===== config.mk =====
export PLATFORM = sky130hd
export DESIGN_NAME = hazard_controller
export DESIGN_NICKNAME = d
export VERILOG_FILES = /design/src/rtl/arm_pkg.sv /design/src/rtl/forwarding_unit.sv /design/src/rtl/hazard_controller.sv
export SDC_FILE = /design/constraint.sdc
export NUM_CORES = 1
export LEC_CHECK = 0
export ABC_AREA = 1
export CORE_MARGIN = 2
export CORE_UTILIZATION = 55
export CTS_BUF_LIST = sky130_fd_sc_hd__clkbuf_4 sky130_fd_sc_hd__clkbuf_8
export DETAILED_ROUTE_END_ITERATION = 8
export DONT_BUFFER_PORTS = 1
export GPL_ROUTABILITY_DRIVEN = 0
export GPL_TIMING_DRIVEN = 1
export PLACE_DENSITY = 0.78
export SYNTH_ARGS = -nofsm -noshare
export SYNTH_HDL_FRONTEND = slang
export SYNTH_SLANG_ARGS = --single-unit

===== constraint.sdc =====
create_clock -name clk -period 3.4 [get_ports clk]
set_input_delay 0.68 -clock clk [delete_from_list [all_inputs] [get_ports clk]]
set_output_delay 0.68 -clock clk [all_outputs]
set_load 0.02 [all_outputs]

===== src/rtl/arm_pkg.sv =====
// ---------------------------------------------------------------------------
// arm_pkg
// Shared definitions for the ARM core pipeline control blocks.
//   - fsm_state_t   : memory-wait FSM state (RUN, MEM_WAIT, ERROR)
//   - FWD_*         : EXE operand forward-select encodings
//   - REG_AW_DEFAULT: default register address width
//   - fwd_pick()    : forward-select priority (MEM beats WB)
// ---------------------------------------------------------------------------
package arm_pkg;

  localparam int REG_AW_DEFAULT = 4;

  typedef enum logic [1:0] {
    RUN      = 2'b00,
    MEM_WAIT = 2'b01,
    ERROR    = 2'b10
  } fsm_state_t;

  localparam logic [1:0] FWD_REG = 2'b00;
  localparam logic [1:0] FWD_MEM = 2'b01;
  localparam logic [1:0] FWD_WB  = 2'b10;

  // The MEM result is younger than the WB result, so on a double match the
  // MEM value is the architecturally current one.
  function automatic logic [1:0] fwd_pick(input logic mem_hit, input logic wb_hit);
    if (mem_hit)     return FWD_MEM;
    else if (wb_hit) return FWD_WB;
    else             return FWD_REG;
  endfunction

endpackage


===== src/rtl/forwarding_unit.sv =====
// ---------------------------------------------------------------------------
// forwarding_unit
// Combinational EXE operand forward-select generation.
// Ports:
//   exe_src1/exe_src2   in  : EXE operand register addresses
//   mem_dest, mem_wb_en in  : MEM stage destination and its valid
//   wb_dest,  wb_wb_en  in  : WB stage destination and its valid
//   sel_src1/sel_src2   out : 00 register file, 01 MEM ALU result, 10 WB result
// ---------------------------------------------------------------------------
module forwarding_unit
  import arm_pkg::*;
#(
  parameter int REG_AW = REG_AW_DEFAULT
) (
  input  logic [REG_AW-1:0] exe_src1,
  input  logic [REG_AW-1:0] exe_src2,
  input  logic [REG_AW-1:0] mem_dest,
  input  logic              mem_wb_en,
  input  logic [REG_AW-1:0] wb_dest,
  input  logic              wb_wb_en,
  output logic [1:0]        sel_src1,
  output logic [1:0]        sel_src2
);

  assign sel_src1 = fwd_pick(mem_wb_en && (mem_dest == exe_src1),
                             wb_wb_en  && (wb_dest  == exe_src1));
  assign sel_src2 = fwd_pick(mem_wb_en && (mem_dest == exe_src2),
                             wb_wb_en  && (wb_dest  == exe_src2));

endmodule


===== src/rtl/hazard_controller.sv =====
// ---------------------------------------------------------------------------
// hazard_controller
// Hazard / stall / flush / freeze control for the 5-stage ARM pipeline.
//
// Optional feature macro: HAZARD_FORWARDING_EN
//   defined   : EXE RAW stalls only for load-use, MEM RAW ignored,
//               sel_src1/sel_src2 driven by forwarding_unit.
//   undefined : any EXE or MEM RAW match stalls, sel_src* tied to 00.
//
// Ports:
//   clk, rst              : clock (rising edge), async active-high reset
//   id_src1/2, id_has_src*: ID stage sources and their valids
//   exe_dest, exe_wb_en   : EXE destination; exe_mem_r_en marks a load
//   mem_dest, mem_wb_en   : MEM destination
//   wb_dest, wb_wb_en     : WB destination (forwarding only)
//   exe_src1/2            : EXE operand addresses (forwarding only)
//   branch_taken          : EXE branch taken
//   mem_req, sram_ready   : SRAM request/complete handshake
//   hazard                : stall ID, hold PC and IF/ID
//   flush                 : clear IF/ID and ID/EXE
//   pipe_freeze           : hold all pipeline registers and PC
//   sel_src1/2            : EXE operand forward selects
//   mem_err               : sticky SRAM timeout
//   stall_cnt             : saturating count of hazard cycles
//   fsm_state             : current memory-wait FSM state (debug)
//
// SRAM handshake: an access is in flight while mem_req is high; it completes
// in the cycle sram_ready is high. mem_req & ~sram_ready means the pipeline
// must freeze this cycle. sram_ready with the request rise is a single-cycle
// access and never enters MEM_WAIT.
// ---------------------------------------------------------------------------
module hazard_controller
  import arm_pkg::*;
#(
  parameter int REG_AW      = REG_AW_DEFAULT,
  parameter int MEM_TIMEOUT = 64
) (
  input  logic              clk,
  input  logic              rst,
  input  logic [REG_AW-1:0] id_src1,
  input  logic [REG_AW-1:0] id_src2,
  input  logic              id_has_src1,
  input  logic              id_has_src2,
  input  logic [REG_AW-1:0] exe_dest,
  input  logic              exe_wb_en,
  input  logic              exe_mem_r_en,
  input  logic [REG_AW-1:0] mem_dest,
  input  logic              mem_wb_en,
  input  logic [REG_AW-1:0] wb_dest,
  input  logic              wb_wb_en,
  input  logic [REG_AW-1:0] exe_src1,
  input  logic [REG_AW-1:0] exe_src2,
  input  logic              branch_taken,
  input  logic              mem_req,
  input  logic              sram_ready,
  output logic              hazard,
  output logic              flush,
  output logic              pipe_freeze,
  output logic [1:0]        sel_src1,
  output logic [1:0]        sel_src2,
  output logic              mem_err,
  output logic [15:0]       stall_cnt,
  output logic [1:0]        fsm_state
);

  // Last wait count before the timeout; MEM_TIMEOUT is bounded to 2..255.
  localparam logic [7:0] WAIT_LAST = 8'(MEM_TIMEOUT - 1);

  fsm_state_t state;
  logic [7:0] wait_cnt;

  logic raw_exe;
  logic raw;
  logic sram_stall;

  function automatic logic raw_hit(input logic              has_src,
                                   input logic [REG_AW-1:0] src,
                                   input logic              dest_en,
                                   input logic [REG_AW-1:0] dest);
    return has_src && dest_en && (src == dest);
  endfunction

  assign raw_exe = raw_hit(id_has_src1, id_src1, exe_wb_en, exe_dest) ||
                   raw_hit(id_has_src2, id_src2, exe_wb_en, exe_dest);

`ifdef HAZARD_FORWARDING_EN
  // Everything except a load result can be forwarded, so only load-use stalls.
  assign raw = raw_exe && exe_mem_r_en;

  forwarding_unit #(
    .REG_AW (REG_AW)
  ) u_forwarding_unit (
    .exe_src1  (exe_src1),
    .exe_src2  (exe_src2),
    .mem_dest  (mem_dest),
    .mem_wb_en (mem_wb_en),
    .wb_dest   (wb_dest),
    .wb_wb_en  (wb_wb_en),
    .sel_src1  (sel_src1),
    .sel_src2  (sel_src2)
  );
`else
  logic raw_mem;
  logic unused_fwd_inputs;

  assign raw_mem = raw_hit(id_has_src1, id_src1, mem_wb_en, mem_dest) ||
                   raw_hit(id_has_src2, id_src2, mem_wb_en, mem_dest);
  assign raw     = raw_exe || raw_mem;

  assign sel_src1 = FWD_REG;
  assign sel_src2 = FWD_REG;

  // Forwarding-only inputs have no effect in this build.
  assign unused_fwd_inputs = ^{exe_src1, exe_src2, wb_dest, wb_wb_en, exe_mem_r_en};
`endif

  // Priority: freeze masks flush and hazard; flush masks hazard. A branch
  // seen during a freeze simply waits in EXE for the first unfrozen cycle.
  assign sram_stall  = mem_req && !sram_ready;
  assign pipe_freeze = sram_stall || (state == ERROR);
  assign flush       = !pipe_freeze && branch_taken;
  assign hazard      = !pipe_freeze && !branch_taken && raw;

  assign mem_err   = (state == ERROR);
  assign fsm_state = state;

  always_ff @(posedge clk or posedge rst) begin
    if (rst) begin
      state     <= RUN;
      wait_cnt  <= 8'd0;
      stall_cnt <= 16'd0;
    end else begin
      if (hazard && (stall_cnt != 16'hFFFF)) begin
        stall_cnt <= stall_cnt + 16'd1;
      end

      case (state)
        RUN: begin
          if (sram_stall) begin
            state    <= MEM_WAIT;
            wait_cnt <= 8'd1;
          end
        end
        MEM_WAIT: begin
          if (sram_ready) begin
            state    <= RUN;
            wait_cnt <= 8'd0;
          end else if (wait_cnt == WAIT_LAST) begin
            state <= ERROR;
          end else begin
            wait_cnt <= wait_cnt + 8'd1;
          end
        end
        ERROR: begin
          // Absorbing: only rst leaves ERROR.
          state <= ERROR;
        end
        default: begin
          state    <= RUN;
          wait_cnt <= 8'd0;
        end
      endcase
    end
  end

endmodule


==> out/results.tsv, run 1 <==
stage	metric	value	unit
outcome	status	completed	
placed_design	numPortBuffers	0	
critical_path	rr_startpoint	stall_cnt[0]	
power_and_ir_drop	internal_power	0.494	mW
cts	insertion_delay	0.34	ns
power_and_ir_drop	powerDensity	364	nW/um^2
cts	cts_setup_buffers	0	
synthesis	postSynthCellCount	300	
synthesis	postSynthAreaPerCell	6.53	sq um
sta	rsz0062_at_grt	false	
synthesis	synthFlopType	dfrtp_1	
critical_path	cp_max_fo	19	
synthesis	netlist.top_cell.by_area	dfrtp_1	
global_route	grt_use_total	0.225	
detailed_routing	first_pass_iters	4	
detailed_routing	postRouteAntennaNets	0	
final_layout	layout.cells.non_filler	345	
power_and_ir_drop	p_clk_frac	0.298	
global_route	grt_max_degree	27	
power_and_ir_drop	totalPowerFinal	0.737	mW
detailed_routing	drt-vias-per-instance	5.15	
power_and_ir_drop	combPwrFrac	0.176	
sta	setup_viol	0	
power_and_ir_drop	power_frac_seq	0.526	
synthesis	yosysWarnings	0	
detailed_routing	route.detailed.drc	0	
synthesis	yosysTopAreaCellShare	0.332	
global_route	gr-total-overflow	0	
synthesis	yosys.cell_types.count	28	
cts	cts_tree	yes	
sta	finalHoldViolCount	0	
cts	clk_pin_slew	0.16	ns
critical_path	critical_path.startpoint	fsm_state[1]	
job	maxCapViolCount	0	
detailed_routing	drt-total-wl	4050	um
detailed_routing	detail_route.iter0.violations	77	
final_layout	layout-drive-gt1-share	0.0569	
synthesis	synth-edff-count	0	
cts	postCtsHoldBufs	0	
power_and_ir_drop	power_switching	0.243	mW
synthesis	synthTopCellsByArea	dfrtp_1 (33%), nand2_1 (22%), inv_1 (7.5%)	
sta	clock.fmax	372	MHz
cts	htree_levels	1	
sta	setup_tns	0	ns
sta	whs	0.419	ns
final_layout	layout.nets	341	
cts	clock_path_buffers	2	
die	die_h	63.7	um
power_and_ir_drop	power.leakage	1.10	nW
final_layout	syn_to_final_growth	3.19	%
synthesis	synth_area	1960	sq um
die	fp.coreArea	3390	sq um
power_and_ir_drop	swShare	0.330	
critical_path	startpoint_type	register	
cts	cts_root_buffer	clkbuf_4	
die	die_area	4060	sq um
power_and_ir_drop	peakVddDrop	0.000225	V
critical_path	cp-end-kind	primary output	
synthesis	async_flop_share	1.00	
synthesis	synth_commonest_cells	nand2_1 (116), inv_1 (39), nor2_1 (29)	
cts	numCtsBuffers	3	
cts	post_cts_resized	0	
sta	slew_viol_final	0	
worst_hold_path	hp-class	input pin to async pin	
global_route	grt_pass1_wl	7330	um
final_layout	antenna-diode-count	0	
placed_design	dpl.hpwl	3130	um
sta	tightest_slew	0.962	ns
die	ioPinCount	65	
die	start_util	0.578	
placed_design	dp.cells	341	
sta	post-route-min-period	2.69	ns
critical_path	r2r_cells	7	
die	rows	21	
synthesis	yosys_register_bits	26	
sta	min_period_over_period	0.790	
die	die_x	63.7	um
global_route	antenna_found_initial	0	
critical_path	criticalPathCategory	register to primary output	
synthesis	seq_area_frac_synth	0.332	
cts	clock-sinks	26	
critical_path	cp.required	2.72	ns
global_route	grt_pass1_vias	1775	
final_layout	fin_util	0.597	
sta	max-slew-margin-rel	0.358	
synthesis	synth_most_common_cell	nand2_1	
detailed_routing	avgRoutedWirePerCell	11.7	um
detailed_routing	via_count	1777	
critical_path	critPathArrivalTime	2.01	ns
sta	finClkSkew	0.0162	ns
==> metal layers <==
| layer | GRT usage | up-vias | share of wire | wire length, um |
|---|---|---|---|---|
| met5 | 0 | - | 0 | 0 |
| met4 | 0.0978 | 0 | 0.015 | 60 |
| met3 | 0.0411 | 5 | 0.057 | 231 |
| met2 | 0.384 | 43 | 0.49 | 1970 |
| met1 | 0.276 | 802 | 0.44 | 1790 |
| li1 | - | 927 | - | - |
==> layout by cell type, fill, tap and decap left out <==
cell type	count
nand3_1	14
nand2_4	1
nand4_1	19
clkbuf_4	3
nor3_1	2
conb_1	4
nand3_4	1
nor2_8	1
inv_2	3
nand3b_1	1
xor2_1	6
ha_1	2
nor2_2	4
bufinv_16	1
a22oi_1	1
nand4_4	1
nor2_4	1
nand2_1	116
a21oi_1	8
o21ai_0	6
dfrtp_1	26
o21a_1	1
nor2_1	29
xnor2_1	6
o21ai_1	2
inv_1	39
nand2_2	1
==> power groups by stage <==
stage               logic [mW]  clock network, mW  registers [mW]
global placement         0.128                  0           0.393
floorplan                0.115                  0           0.383
CTS                      0.131              0.222           0.388
global route             0.154              0.236           0.393
finish                   0.129              0.220           0.388
detailed placement       0.131                  0           0.394
==> kinds of logic (layout without fill, tap and decap cells) <==
group | after synthesis | after routing | share of synthesized area
flops | 26 | 26 | 0.332
xor+xnor | 12 | 12 | 0.0536
simple gates | 191 | 191 | 0.441
fa+ha+maj | 2 | 2 | 0.0128
compound gates | 18 | 18 | 0.0485
other cells | 1 | 4 | 0.00191
buf+inv | 50 | 46 | 0.110
==> worst max-delay path, stage by stage (launching register included) <==
cell	delay, ns
dfrtp_1	0.51
inv_1	0.10
nor2_2	0.08
inv_2	0.08
nand2_1	0.24
nor2_8	0.35
o21a_1	0.29
==> sequential cells by signal, indices dropped and copies added (netlist names) <==
register and cells:
stall_cnt 16, wait_cnt 8, fsm_state 2
==> final cells by class <==
cell class                 count  area (sq um)
inverter                      42           158
multi-input combinational    227          1100
tap                           46          57.6
sequential                    26           651
clock buffer                   3          22.5
fill                         323          1370
clock inverter                 1          30.0
==> metrics by stage <==
stage	setup slack, ns	instance area (sq um)
finish	0.713	2020
global route	0.602	2020
CTS	0.711	2020
detailed placement	1.04	1970
global placement	1.04	1970
floorplan	1.03	1970
==> path summary, 6_finish.rpt <==
check	endpoint	slack (ns)
worst max-delay path	hazard	0.71
worst min-delay path	stall_cnt[15]	0.42
worst max register to register	stall_cnt[6]	1.43
worst min register to register	wait_cnt[4]	0.54
max in group asynchronous	stall_cnt[5]	2.38
min in group clk	wait_cnt[4]	0.54
Note: power is estimated with default switching activity, not from simulation.
==> run 2, diff against run 1 <==
--- a/config.mk
+++ b/config.mk
@@ -5,7 +5,7 @@
 export SDC_FILE = /design/constraint.sdc
 export NUM_CORES = 1
 export LEC_CHECK = 0
-export ABC_AREA = 1
+export ABC_AREA = 0
 export CORE_MARGIN = 2
 export CORE_UTILIZATION = 55
 export CTS_BUF_LIST = sky130_fd_sc_hd__clkbuf_4 sky130_fd_sc_hd__clkbuf_8
==> constraint.sdc (replaced) <==
create_clock -name clk -period 2.8 [get_ports clk]
set_input_delay 0.56 -clock clk [delete_from_list [all_inputs] [get_ports clk]]
set_output_delay 0.56 -clock clk [all_outputs]
set_load 0.02 [all_outputs]
==> run 2 against run 1 <==
Net effect:
- synthesized cell count decreased by 42%
- critical path type is now input pin to primary output
- sequential power increased by 17%
- highest routed layer unchanged
- largest power group unchanged
- first-iteration DRC count decreased by 57%
- global-route usage decreased by 3.6 points
- non-clock buffer count increased by 1
- critical endpoint unchanged
- final cell count decreased by 39%
==> out/results.tsv, run 2 <==
stage	metric	value	unit	change
final_layout	layout.nets	218		was 341
cts	cts_tree	yes		unchanged
sta	setup_viol	0		unchanged
synthesis	synth_commonest_cells	dfrtp_1 (26), xor2_1 (24), nand2_1 (14)		was nand2_1 (116), inv_1 (39), nor2_1 (29)
final_layout	final_cell_mix	dfrtp_1 (26), xor2_1 (24), nand2_1 (14)		was nand2_1 (116), inv_1 (39), nor2_1 (29)
synthesis	yosys_register_bits	26		unchanged
synthesis	async_flop_share	1.00		unchanged
synthesis	synth_area	1680	sq um	was 1960 sq um
cts	htree_levels	1		unchanged
synthesis	yosysTopAreaCellShare	0.387		was 0.332
final_layout	syn_to_final_growth	4.02	%	was 3.19%
cts	insertion_delay	0.32	ns	was 0.34 ns
synthesis	netlist.top_cell.by_area	dfrtp_1		unchanged
global_route	grt_max_degree	27		unchanged
detailed_routing	drt-total-wl	3090	um	was 4050 um
sta	finalHoldViolCount	0		unchanged
sta	post-route-min-period	2.36	ns	
sta	max-slew-margin-rel	0.365		was 0.358
synthesis	yosys.cell_types.count	42		was 28
final_layout	largest_reg_flops	16		unchanged
detailed_routing	route.detailed.drc	0		unchanged
synthesis	synth_most_common_cell	dfrtp_1		was nand2_1
cts	post_cts_resized	0		unchanged
worst_hold_path	whs_path_depth	1		
critical_path	cp-end-kind	primary output		unchanged
outcome	status	completed		unchanged
die	fp.coreArea	2980	sq um	was 3390 sq um
critical_path	cp_max_fo	16		was 19
power_and_ir_drop	power.leakage	0.796	nW	was 1.10 nW
die	die_area	3510	sq um	was 4060 sq um
sta	fin_ws	0.443	ns	was 0.713 ns
detailed_routing	postRouteAntennaNets	0		unchanged
synthesis	seq_area_frac_synth	0.387		was 0.332
detailed_routing	detail_route.iter0.violations	33		was 77
synthesis	synthFlopType	dfrtp_1		unchanged
final_layout	fin_util	0.587		was 0.597
worst_hold_path	hp-class	input pin to register		was input pin to async pin
power_and_ir_drop	peakVddDrop	0.000332	V	was 0.000225 V
global_route	grt_use_total	0.189		was 0.225
detailed_routing	drt-vias-per-instance	5.84		was 5.15
cts	cts_setup_buffers	0		unchanged
sta	finClkSkew	0.00386	ns	was 0.0162 ns
die	start_util	0.564		was 0.578
final_layout	antenna-diode-count	0		unchanged
power_and_ir_drop	powerDensity	476	nW/um^2	was 364 nW/um^2
critical_path	startpoint_type	input pin		was register
placed_design	numPortBuffers	0		unchanged
critical_path	criticalPathCategory	input pin to primary output		was register to primary output
sta	tightest_slew	0.952	ns	was 0.962 ns
synthesis	postSynthAreaPerCell	9.65	sq um	was 6.53 sq um
sta	slew_viol_final	0		unchanged
cts	cts_root_buffer	clkbuf_4		unchanged
placed_design	placed_area	1690	sq um	was 1970 sq um
final_layout	final_common_cell	dfrtp_1		was nand2_1
sta	min_period_over_period	0.842		
critical_path	critPathArrivalTime	1.80	ns	was 2.01 ns
sta	rsz0062_at_grt	false		unchanged
critical_path	r2r_cells	7		unchanged
cts	postCtsHoldBufs	0		unchanged
cts	clock_path_buffers	2		unchanged
cts	clk_pin_slew	0.14	ns	was 0.16 ns
die	die_x	59.3	um	was 63.7 um
detailed_routing	avgRoutedWirePerCell	14.8	um	was 11.7 um
die	die_h	59.3	um	was 63.7 um
final_layout	final_area	1750	sq um	was 2020 sq um
global_route	antenna_found_initial	0		unchanged
critical_path	cp.required	2.24	ns	was 2.72 ns
cts	numCtsBuffers	3		unchanged
detailed_routing	via_count	1220		was 1,777
synthesis	yosysWarnings	0		unchanged
placed_design	dpl.hpwl	2440	um	was 3130 um
job	maxCapViolCount	0		unchanged
placed_design	pre_cts_slack	0.434	ns	was 1.04 ns
synthesis	postSynthCellCount	174		was 300
final_layout	regMostFlops	stall_cnt		unchanged
die	ioPinCount	65		unchanged
sta	clock.fmax	424	MHz	
power_and_ir_drop	totalPowerFinal	0.832	mW	was 0.737 mW
die	rows	20		was 21
detailed_routing	first_pass_iters	4		unchanged
synthesis	synthTopCellsByArea	dfrtp_1 (39%), xor2_1 (13%), xnor2_1 (4.7%)		was dfrtp_1 (33%), nand2_1 (22%), inv_1 (7.5%)
synthesis	synth-edff-count	0		unchanged
sta	setup_tns	0	ns	unchanged
global_route	grt_pass1_vias	1220		was 1,775
global_route	gr-total-overflow	0		unchanged
global_route	grt_pass1_wl	5090	um	was 7330 um
final_layout	layout-drive-gt1-share	0.125		was 0.0569
cts	clock-sinks	26		unchanged
==> run 2: final cells by class <==
cell class              count  area [sq um]
clock buffers               3          22.5
clock inverters             1          30.0
fillers                   252          1230
inverters                   7          26.3
multi-input cells         138           968
flip-flops and latches     26           651
well taps                  33          41.3
repair buffers              1          7.51
==> run 2: per-layer routing <==
metal / GRT usage / vias up / routed length (um)
met4: 0.0747 / 0 / 53
met5: 0 / - / 0
met2: 0.342 / 31 / 1580
li1: - / 600 / -
met1: 0.215 / 583 / 1300
met3: 0.0371 / 6 / 158
==> run 2: path summary, 6_finish.rpt <==
check,start,to,slack [ns]
worst max-delay path,mem_dest[3],hazard,0.44
worst min-delay path,sram_ready,fsm_state[0],0.31
worst max register to register,stall_cnt[7],stall_cnt[1],0.73
worst min register to register,wait_cnt[1],wait_cnt[1],0.56
max in group asynchronous,rst,wait_cnt[4],1.90
min in group asynchronous,rst,stall_cnt[0],0.33
==> run 2: worst max-delay path, cell delays in order <==
cell     delay, ns
xor2_1        0.14
nor3_1        0.08
nand4_1       0.09
o21ai_1       0.10
nor2_2        0.57
nor2_1        0.27
==> run 2: through the flow <==
step,cells,hold WS (ns)
after floorplan,177,0.489
after global placement,205,0.515
after detailed placement,205,0.532
after CTS,209,0.297
after global routing,209,0.295
final,209,0.307
==> run 2: kinds of logic after synthesis <==
kind of cell / share of synthesized area
flip-flops: 0.387
AO/OA/AOI/OAI: 0.0618
XOR/XNOR: 0.172
AND/OR/NAND/NOR: 0.297
buffers and inverters: 0.0425
adder cells (fa/ha/maj): 0.0149
other: 0.00223
multiplexers: 0.0216
==> run 2: report_power, final <==
part / switching, mW / internal [mW] / total [mW]
logic: 0.0707 / 0.0535 / 0.124
clock network: 0.110 / 0.145 / 0.255
registers: 0.0523 / 0.400 / 0.453
